<file path="config.mk">
export PLATFORM = sky130hd
export DESIGN_NAME = cpu_rom_fetch
export DESIGN_NICKNAME = d
export VERILOG_FILES = /design/src/rtl/cpu_rom_fetch.sv
export SDC_FILE = /design/constraint.sdc
export NUM_CORES = 1
export LEC_CHECK = 0
export CAP_MARGIN = 10
export CORE_ASPECT_RATIO = 0.9
export CORE_UTILIZATION = 54
export CTS_BUF_LIST = sky130_fd_sc_hd__clkbuf_16
export DETAILED_ROUTE_END_ITERATION = 8
export PLACE_DENSITY = 0.85
export SYNTH_ARGS = -nofsm -noshare
export SYNTH_HDL_FRONTEND = slang
export SYNTH_SLANG_ARGS = --single-unit
</file>
<file path="constraint.sdc">
create_clock -name clk_i -period 2.9 [get_ports clk_i]
set_input_delay 0.725 -clock clk_i [delete_from_list [all_inputs] [get_ports clk_i]]
set_output_delay 0.725 -clock clk_i [all_outputs]
set_load 0.03 [all_outputs]
</file>
<file path="src/rtl/cpu_rom_fetch.sv">
// cpu_rom_fetch
//   Instruction-fetch adapter between the CPU instruction bus and the boot ROM
//   (1024x32 synchronous-read array with registered output). Byte-addressed
//   fetch requests are accepted with a valid/ready handshake. The ROM word
//   address is driven straight from the request address. The ROM word that
//   comes back one cycle later is captured into a small in-order response
//   FIFO, which absorbs core backpressure. A flush discards everything
//   pending except a request that fires in the flush cycle itself.
//
// Ports
//   clk_i        clock, rising edge
//   rst_ni       asynchronous active-low reset
//   flush_i      drop pending/in-flight responses (branch redirect)
//   req_valid_i  fetch request valid
//   req_ready_o  fetch request accepted when valid & ready
//   req_addr_i   fetch byte address
//   rsp_valid_o  response valid
//   rsp_ready_i  core accepts response
//   rsp_data_o   instruction word (0 on error)
//   rsp_err_o    access fault (misaligned or outside the ROM window)
//   rom_addr_o   ROM word address (combinational from req_addr_i)
//   rom_q_i      ROM read data

module cpu_rom_fetch #(
  parameter logic [31:0] BASE_ADDR  = 32'h0000_0000,
  parameter int          ADDR_WIDTH = 10,
  parameter int          DATA_WIDTH = 32,
  parameter int          FIFO_DEPTH = 3
) (
  input  logic                  clk_i,
  input  logic                  rst_ni,
  input  logic                  flush_i,
  input  logic                  req_valid_i,
  output logic                  req_ready_o,
  input  logic [31:0]           req_addr_i,
  output logic                  rsp_valid_o,
  input  logic                  rsp_ready_i,
  output logic [DATA_WIDTH-1:0] rsp_data_o,
  output logic                  rsp_err_o,
  output logic [ADDR_WIDTH-1:0] rom_addr_o,
  input  logic [DATA_WIDTH-1:0] rom_q_i
);

  localparam int PW = (FIFO_DEPTH > 1) ? $clog2(FIFO_DEPTH) : 1;
  localparam int CW = $clog2(FIFO_DEPTH + 1);
  // ROM window size in bytes; one extra bit so 4*2**ADDR_WIDTH never truncates.
  localparam logic [32:0] WIN_BYTES = 33'd4 << ADDR_WIDTH;

  typedef struct packed {
    logic [DATA_WIDTH-1:0] data;
    logic                  err;
  } rsp_t;

  logic [CW-1:0] count_q, count_d;
  logic [PW-1:0] rptr_q, rptr_d;
  logic [PW-1:0] wptr_q, wptr_d;
  logic          inflight_q, inflight_d;   // a request fired last cycle
  logic          ierr_q, ierr_d;           // its fault flag
  rsp_t          mem_q [FIFO_DEPTH];
  rsp_t          mem_d [FIFO_DEPTH];
  rsp_t          head_q, head_d;           // registered copy of the head entry

  logic [31:0] offs;
  logic        req_err;
  logic        fire;
  logic        push;
  logic        pop;

  function automatic logic [PW-1:0] ptr_inc(input logic [PW-1:0] p);
    return (p == PW'(FIFO_DEPTH - 1)) ? '0 : p + PW'(1);
  endfunction

  // ---------------------------------------------------------------------------
  // Request side
  // ---------------------------------------------------------------------------
  assign rom_addr_o = req_addr_i[ADDR_WIDTH+1:2];

  // Unsigned offset: addresses below BASE_ADDR wrap high and fault.
  assign offs    = req_addr_i - BASE_ADDR;
  assign req_err = (req_addr_i[1:0] != 2'b00) | ({1'b0, offs} >= WIN_BYTES);

  // Entries in the FIFO plus the one in flight reserve a slot, so a push can
  // never overflow. Only registered state feeds this (plus reset gating).
  assign req_ready_o = rst_ni & ((int'(count_q) + int'(inflight_q)) < FIFO_DEPTH);
  assign fire        = req_valid_i & req_ready_o;

  // ---------------------------------------------------------------------------
  // Response side
  // ---------------------------------------------------------------------------
  assign rsp_valid_o = (count_q != '0) & ~flush_i;
  assign pop         = rsp_valid_o & rsp_ready_i;
  // Flush kills the in-flight word that would land this cycle.
  assign push        = inflight_q & ~flush_i;

  assign rsp_data_o  = head_q.data;
  assign rsp_err_o   = head_q.err;

  always_comb begin
    count_d    = count_q;
    rptr_d     = rptr_q;
    wptr_d     = wptr_q;
    mem_d      = mem_q;
    head_d     = head_q;
    inflight_d = fire;
    ierr_d     = req_err;

    if (flush_i) begin
      count_d = '0;
      rptr_d  = '0;
      wptr_d  = '0;
    end else begin
      if (push) begin
        mem_d[wptr_q].data = ierr_q ? '0 : rom_q_i;
        mem_d[wptr_q].err  = ierr_q;
        wptr_d             = ptr_inc(wptr_q);
      end
      if (pop) rptr_d = ptr_inc(rptr_q);
      unique case ({push, pop})
        2'b10:   count_d = count_q + CW'(1);
        2'b01:   count_d = count_q - CW'(1);
        default: count_d = count_q;
      endcase
    end

    // Head register tracks the next-state head; it holds when empty.
    if (count_d != '0) head_d = mem_d[rptr_d];
  end

  always_ff @(posedge clk_i or negedge rst_ni) begin
    if (!rst_ni) begin
      count_q    <= '0;
      rptr_q     <= '0;
      wptr_q     <= '0;
      inflight_q <= 1'b0;
      ierr_q     <= 1'b0;
      head_q     <= '0;
      for (int i = 0; i < FIFO_DEPTH; i++) mem_q[i] <= '0;
    end else begin
      count_q    <= count_d;
      rptr_q     <= rptr_d;
      wptr_q     <= wptr_d;
      inflight_q <= inflight_d;
      ierr_q     <= ierr_d;
      head_q     <= head_d;
      mem_q      <= mem_d;
    end
  end

endmodule
</file>
==> metrics.cfg, run 1 <==
[outcome]
status = complete, no violations

[detailed_routing]
drtPass1Iterations = 5
drt-vias-per-instance = 6.01
ant_nets = 0
vias = 6193
drc = 0
drtIter0Drc = 595
drt_wl_total_um = 18600
wire_per_inst_um = 18.0

[worst_setup_path]
startpoint_type = input port
r2r_slack_ns = 0.57
rr_worst_depth = 9
endpoint_kind = output port
path_class = in -> out
critical_path.startpoint = flush_i
crit_slowest_cell = clkdlybuf4s50_1
cpPeakStageDelay_ns = 0.67
cpMostUsedCell = clkdlybuf4s50_1
required_ns = 2.17
path_cells = clkdlybuf4s50_1 > nor2_1 > clkdlybuf4s50_1
crit_end = rsp_valid_o
r2r-start = count_q[1]
critPathMaxFanout = 5
arrival_ns = 2.01
r2r_end = rsp_data_o[29]

[sta]
clock_skew_ns = 0.00747
slew_headroom_pct = 48.2
grt_setup_unrepaired = no
hold_viol = 0
whs_ns = 0.390
clock.fmax_mhz = 366
timing.final.ws_setup_ns = 0.166
setup_viol = 0
worst_pin_slew_ns = 0.776
drv_slew = 0
layout_worst_path_cycle_share_pct = 94.3
fin_crit_ns = 2.73
setup_tns_ns = 0

[floorplan]
dieArea_mm2 = 0.0138
rows = 39
die_h_um = 112
core_area_mm2 = 0.0129
io_pins = 114
initial_utilization_pct = 56.1
die_w_um = 124

[cells_and_area]
nNetsFinal = 926
drive_gt1_share_pct = 13.5
area_growth_pct = 23.0
n_antenna_cell = 0
nFillCells = 974
final_cells = 1031

[clock_tree]
worstSkewPairLatency_ns = 0.41
cts_sinks = 140
cts_tree = yes
cts.repair.resized = 0
cts_buffer_depth = 2
post_cts.repair.setup_buffers = 0
path_clk_slew_ns = 0.05
clock-root-buffer = clkbuf_16
cts_hold_buf = 0
numCtsBuffers = 17
htreeDepth = 4

[logic_synthesis]
synth_common_cells = 140 x dfrtp_1, 113 x nand2_1, 75 x nor2_1
synth_top_area_cell = dfrtp_1
syn_inst = 779
seq_area_frac_synth_pct = 48.5
syn_nets = 851
synth-seq-cells = 140
synth_cell_types = 46
async_flop_share_pct = 100
synth_edf_count = 0
syn_avg_cell_area_um2 = 9.27
ys_warn_count = 0
syn_area_mm2 = 0.00722
ys_top_cells_by_area = dfrtp_1 49%, nand2_1 5.9%, mux2i_1 5.1%
yosys_most_used_dff = dfrtp_1
yosysMostFrequentCell = dfrtp_1
netlist.area_leader.share_pct = 48.5

[run]
maxCapViolations = 0

[global_routing]
first_global_vias = 6092
grt.overflow.total = 0
antenna_found_initial = 0
grt.total_usage_pct = 28.9
grt_max_degree = 141
grt_pass1_wl_um = 30800

[power_and_ir_drop]
irDropWorstVdd_mv = 0.387
p_leak_nw = 3.61
p_per_area_mw_per_mm2 = 581

[placed_design]
dpl.hpwl_um = 11800
dp_cells = 999
gp_congestion = 0.838
dp_slack_ns = -0.0939
portBuffers = 93

[hold_path]
min_path_type = in -> async

## cells in the final DEF, fill, tap and decap left out, drive strengths merged, types with 25 or more instances in the layout
cell           netlist  final
buf                 36     39
clkdlybuf4s50        0     91
dfrtp              140    140
mux2                25     25
mux2i               38     38
nand2              113    113
nand2b              31     31
nor2                75     75
o21ai               87     87
## worst min path at each step
| stage | endpoint | cells past startpoint |
|---|---|---|
| CTS | mem_q[61] | 2 |
| global route | rsp_data_o[17] | 2 |
| detailed placement | mem_q[23] | 2 |
| global placement | mem_q[11] | 2 |
| floorplan | count_q[0] | 0 |
| finish | mem_q[94] | 2 |
## stage by stage
| stage | instance area [um^2] | util, % | power [mW] |
|---|---|---|---|
| after floorplan | 7220 | - | 2.82 |
| after global placement | 8370 | 64.9 | 3.24 |
| after detailed placement | 8370 | 64.9 | 3.26 |
| after CTS | 8880 | 68.9 | 5.18 |
| after global routing | 8880 | 68.9 | 5.36 |
| final | 8880 | 68.9 | 5.16 |
## registers in the layout, summed over array words and instances (netlist names)
name / flops
rptr_q: 2
rsp_err_o: 1
mem_q: 99
wptr_q: 2
inflight_q: 1
rsp_data_o: 32
ierr_q: 1
count_q: 2
## where the power goes
group          total, mW  leakage [nW]  internal, mW  switching (mW)
clock               1.92         0.273          1.14           0.782
combinational       1.02          1.45         0.453           0.570
sequential          2.21          1.88          2.11           0.102
total               5.16          3.61          3.71            1.45
## critical path: cells and delay by family
kind | cells | cell delay, ns
buf+inv | 2 | 1.16
simple gates | 1 | 0.13
## metal layers
metal	GRT usage [%]	share of wire, %
met2	44.9	48
met5	0	0
met1	40.9	44
met4	7.78	1.5
met3	6.25	6.5
## cell type report
class | instances | area (um^2) | share of cell area, %
clock buffer | 17 | 425 | 4.79
clock inverter | 15 | 91.3 | 1.03
inverter | 9 | 33.8 | 0.380
multi-input combinational | 556 | 3320 | 37.3
sequential | 140 | 3500 | 39.4
tap | 164 | 205 | 2.31
timing repair buffer | 130 | 1310 | 14.7
## cells by family after synthesis
logic type               synth area share (%)
multiplexers                             9.22
buffers and inverters                    5.73
XOR/XNOR                                0.121
adder cells (fa/ha/maj)                 0.520
AND/OR/NAND/NOR                          20.9
flip-flops                               48.5
AO/OA/AOI/OAI                            15.0
Power figures use the tool's default switching activity.
==> run 2: changes to the inputs <==
- CORE_UTILIZATION: 54 -> 50
- PLACE_DENSITY: 0.85 -> 0.8
==> run 2 against run 1 <==
Compared with the run above:
- sequential power about the same
- total power grew 4.4%
- die area increased by 7.9%
- clock power rose by 12%
- largest power group unchanged
- clock-buffer cell count unchanged
- critical path type is now reg -> out
- worst hold slack worse by 0.24 ns
- cell count rose by 2.9%
==> metrics.cfg, run 2 (same netlist as run 1, synthesis figures left out) <==
[clock_tree]
numCtsBuffers = 17
post_cts.repair.setup_buffers = 0
cts.repair.resized = 0
htreeDepth = 4
cts_sinks = 140
clock-root-buffer = clkbuf_16
cts_hold_buf = 0
cts_buffer_depth = 2
path_clk_slew_ns = 0.06
cts_tree = yes
worstSkewPairLatency_ns = 0.43

[detailed_routing]
drc = 0
ant_nets = 0
drt-vias-per-instance = 5.76
vias = 6108
drtPass1Iterations = 4
drtIter0Drc = 488
drt_wl_total_um = 18500
wire_per_inst_um = 17.4

[power_and_ir_drop]
clkPwrFrac_pct = 39.9
irDropWorstVdd_mv = 0.449
seq_power_share_pct = 41.1
power_switching_mw = 1.49
intPower_mw = 3.90
combinationalPowerShare_pct = 18.9
switching_share_pct = 27.7
p_leak_nw = 3.60
p_per_area_mw_per_mm2 = 602

[worst_setup_path]
cpMostUsedCell = ha_1
critPathBufInv = 1
cpPeakStageDelay_ns = 0.51
path_class = reg -> out
crit_end = req_ready_o
critPathMaxFanout = 10
path_cells = ha_1 > ha_1 > a211oi_1 > buf_4
r2r-start = count_q[1]
cpLargestDelayFamily = adder cells
rr_worst_depth = 9
r2r_slack_ns = 0.61
crit_slowest_cell = dfrtp_1
endpoint_kind = output port
startpoint_type = flip-flop
critical_path.startpoint = inflight_q
arrival_ns = 1.92
path_depth = 4
required_ns = 2.17
r2r_end = rsp_data_o[16]

[global_routing]
grt_pass1_wl_um = 30000
antenna_found_initial = 0
grt_max_degree = 61
first_global_vias = 6006
grt.overflow.total = 0
grt.total_usage_pct = 26.4

[cells_and_area]
area_growth_pct = 23.9
stdcell_area_mm2 = 0.00895
n_antenna_cell = 0
nNetsFinal = 927
nFillCells = 1139
drive_gt1_share_pct = 13.9
largest_reg_flops = 99
post-route-util_pct = 63.7
layout_commonest_cell = dfrtp_1
final_cell_mix = 140 x dfrtp_1, 113 x nand2_1, 90 x clkdlybuf4s50_1
top_register = mem_q

[sta]
grt_setup_unrepaired = no
setup_viol = 0
timing.final.ws_setup_ns = 0.257
slew_headroom_pct = 32.4
worst_pin_slew_ns = 1.01
hold_viol = 0
layout_worst_path_cycle_share_pct = 91.1
clock_skew_ns = 0.00946
clock.fmax_mhz = 378
drv_slew = 0
fin_crit_ns = 2.64
setup_tns_ns = 0

[floorplan]
io_pins = 114
die_h_um = 116
die_w_um = 129
initial_utilization_pct = 51.4
rows = 41
dieArea_mm2 = 0.0149
core_area_mm2 = 0.0141

[placed_design]
dp_slack_ns = 0.0444
portBuffers = 93
dpl-instance-area_mm2 = 0.00837
gp_congestion = 0.834
dpl.hpwl_um = 12000

[run]
maxCapViolations = 0

[outcome]
status = complete, no violations

[hold_path]
min_path_type = in -> async

## run 2: how the worst min path moves through the flow
stage | end | slack [ns] | cells past startpoint
after floorplan | count_q[0] | 0.43 | 0
after global placement | mem_q[11] | 0.45 | 2
after detailed placement | mem_q[27] | 0.46 | 2
after CTS | mem_q[42] | 0.15 | 1
after global routing | mem_q[42] | 0.17 | 1
final | mem_q[42] | 0.15 | 1
## run 2: metrics by stage
| stage | instances | power (mW) | hold WS (ns) |
|---|---|---|---|
| 3_3_place_gp | 1029 | 3.24 | 0.451 |
| 3_5_place_dp | 1029 | 3.26 | 0.460 |
| 2_1_floorplan | 779 | 2.82 | 0.429 |
| 5_1_grt | 1061 | 5.58 | 0.169 |
| 4_1_cts | 1061 | 5.41 | 0.154 |
| 6_report | 1061 | 5.39 | 0.153 |
## run 2: metal layers
layer | vias up | GRT usage, % | wire [um]
li1 | 2883 | - | -
met1 | 2955 | 34.9 | 8160
met2 | 235 | 42.2 | 8730
met3 | 35 | 5.82 | 1200
met4 | 0 | 11.5 | 353
met5 | - | 0 | 0
## run 2: layout make-up
type	count	area [um^2]	share of cell area [%]
clock buffer	17	425	4.75
clock inverter	15	158	1.76
inverter	9	33.8	0.377
multi-input combinational	556	3320	37.0
sequential	140	3500	39.1
tap	193	241	2.70
timing repair buffer	131	1270	14.2
## run 2: power by group through the flow
stage               Clock, mW  Combinational [mW]  Sequential [mW]
floorplan                   0               0.403             2.42
global placement            0               0.995             2.25
detailed placement          0                1.02             2.25
CTS                      2.17                1.02             2.22
global route             2.26                1.09             2.23
finish                   2.15                1.02             2.22
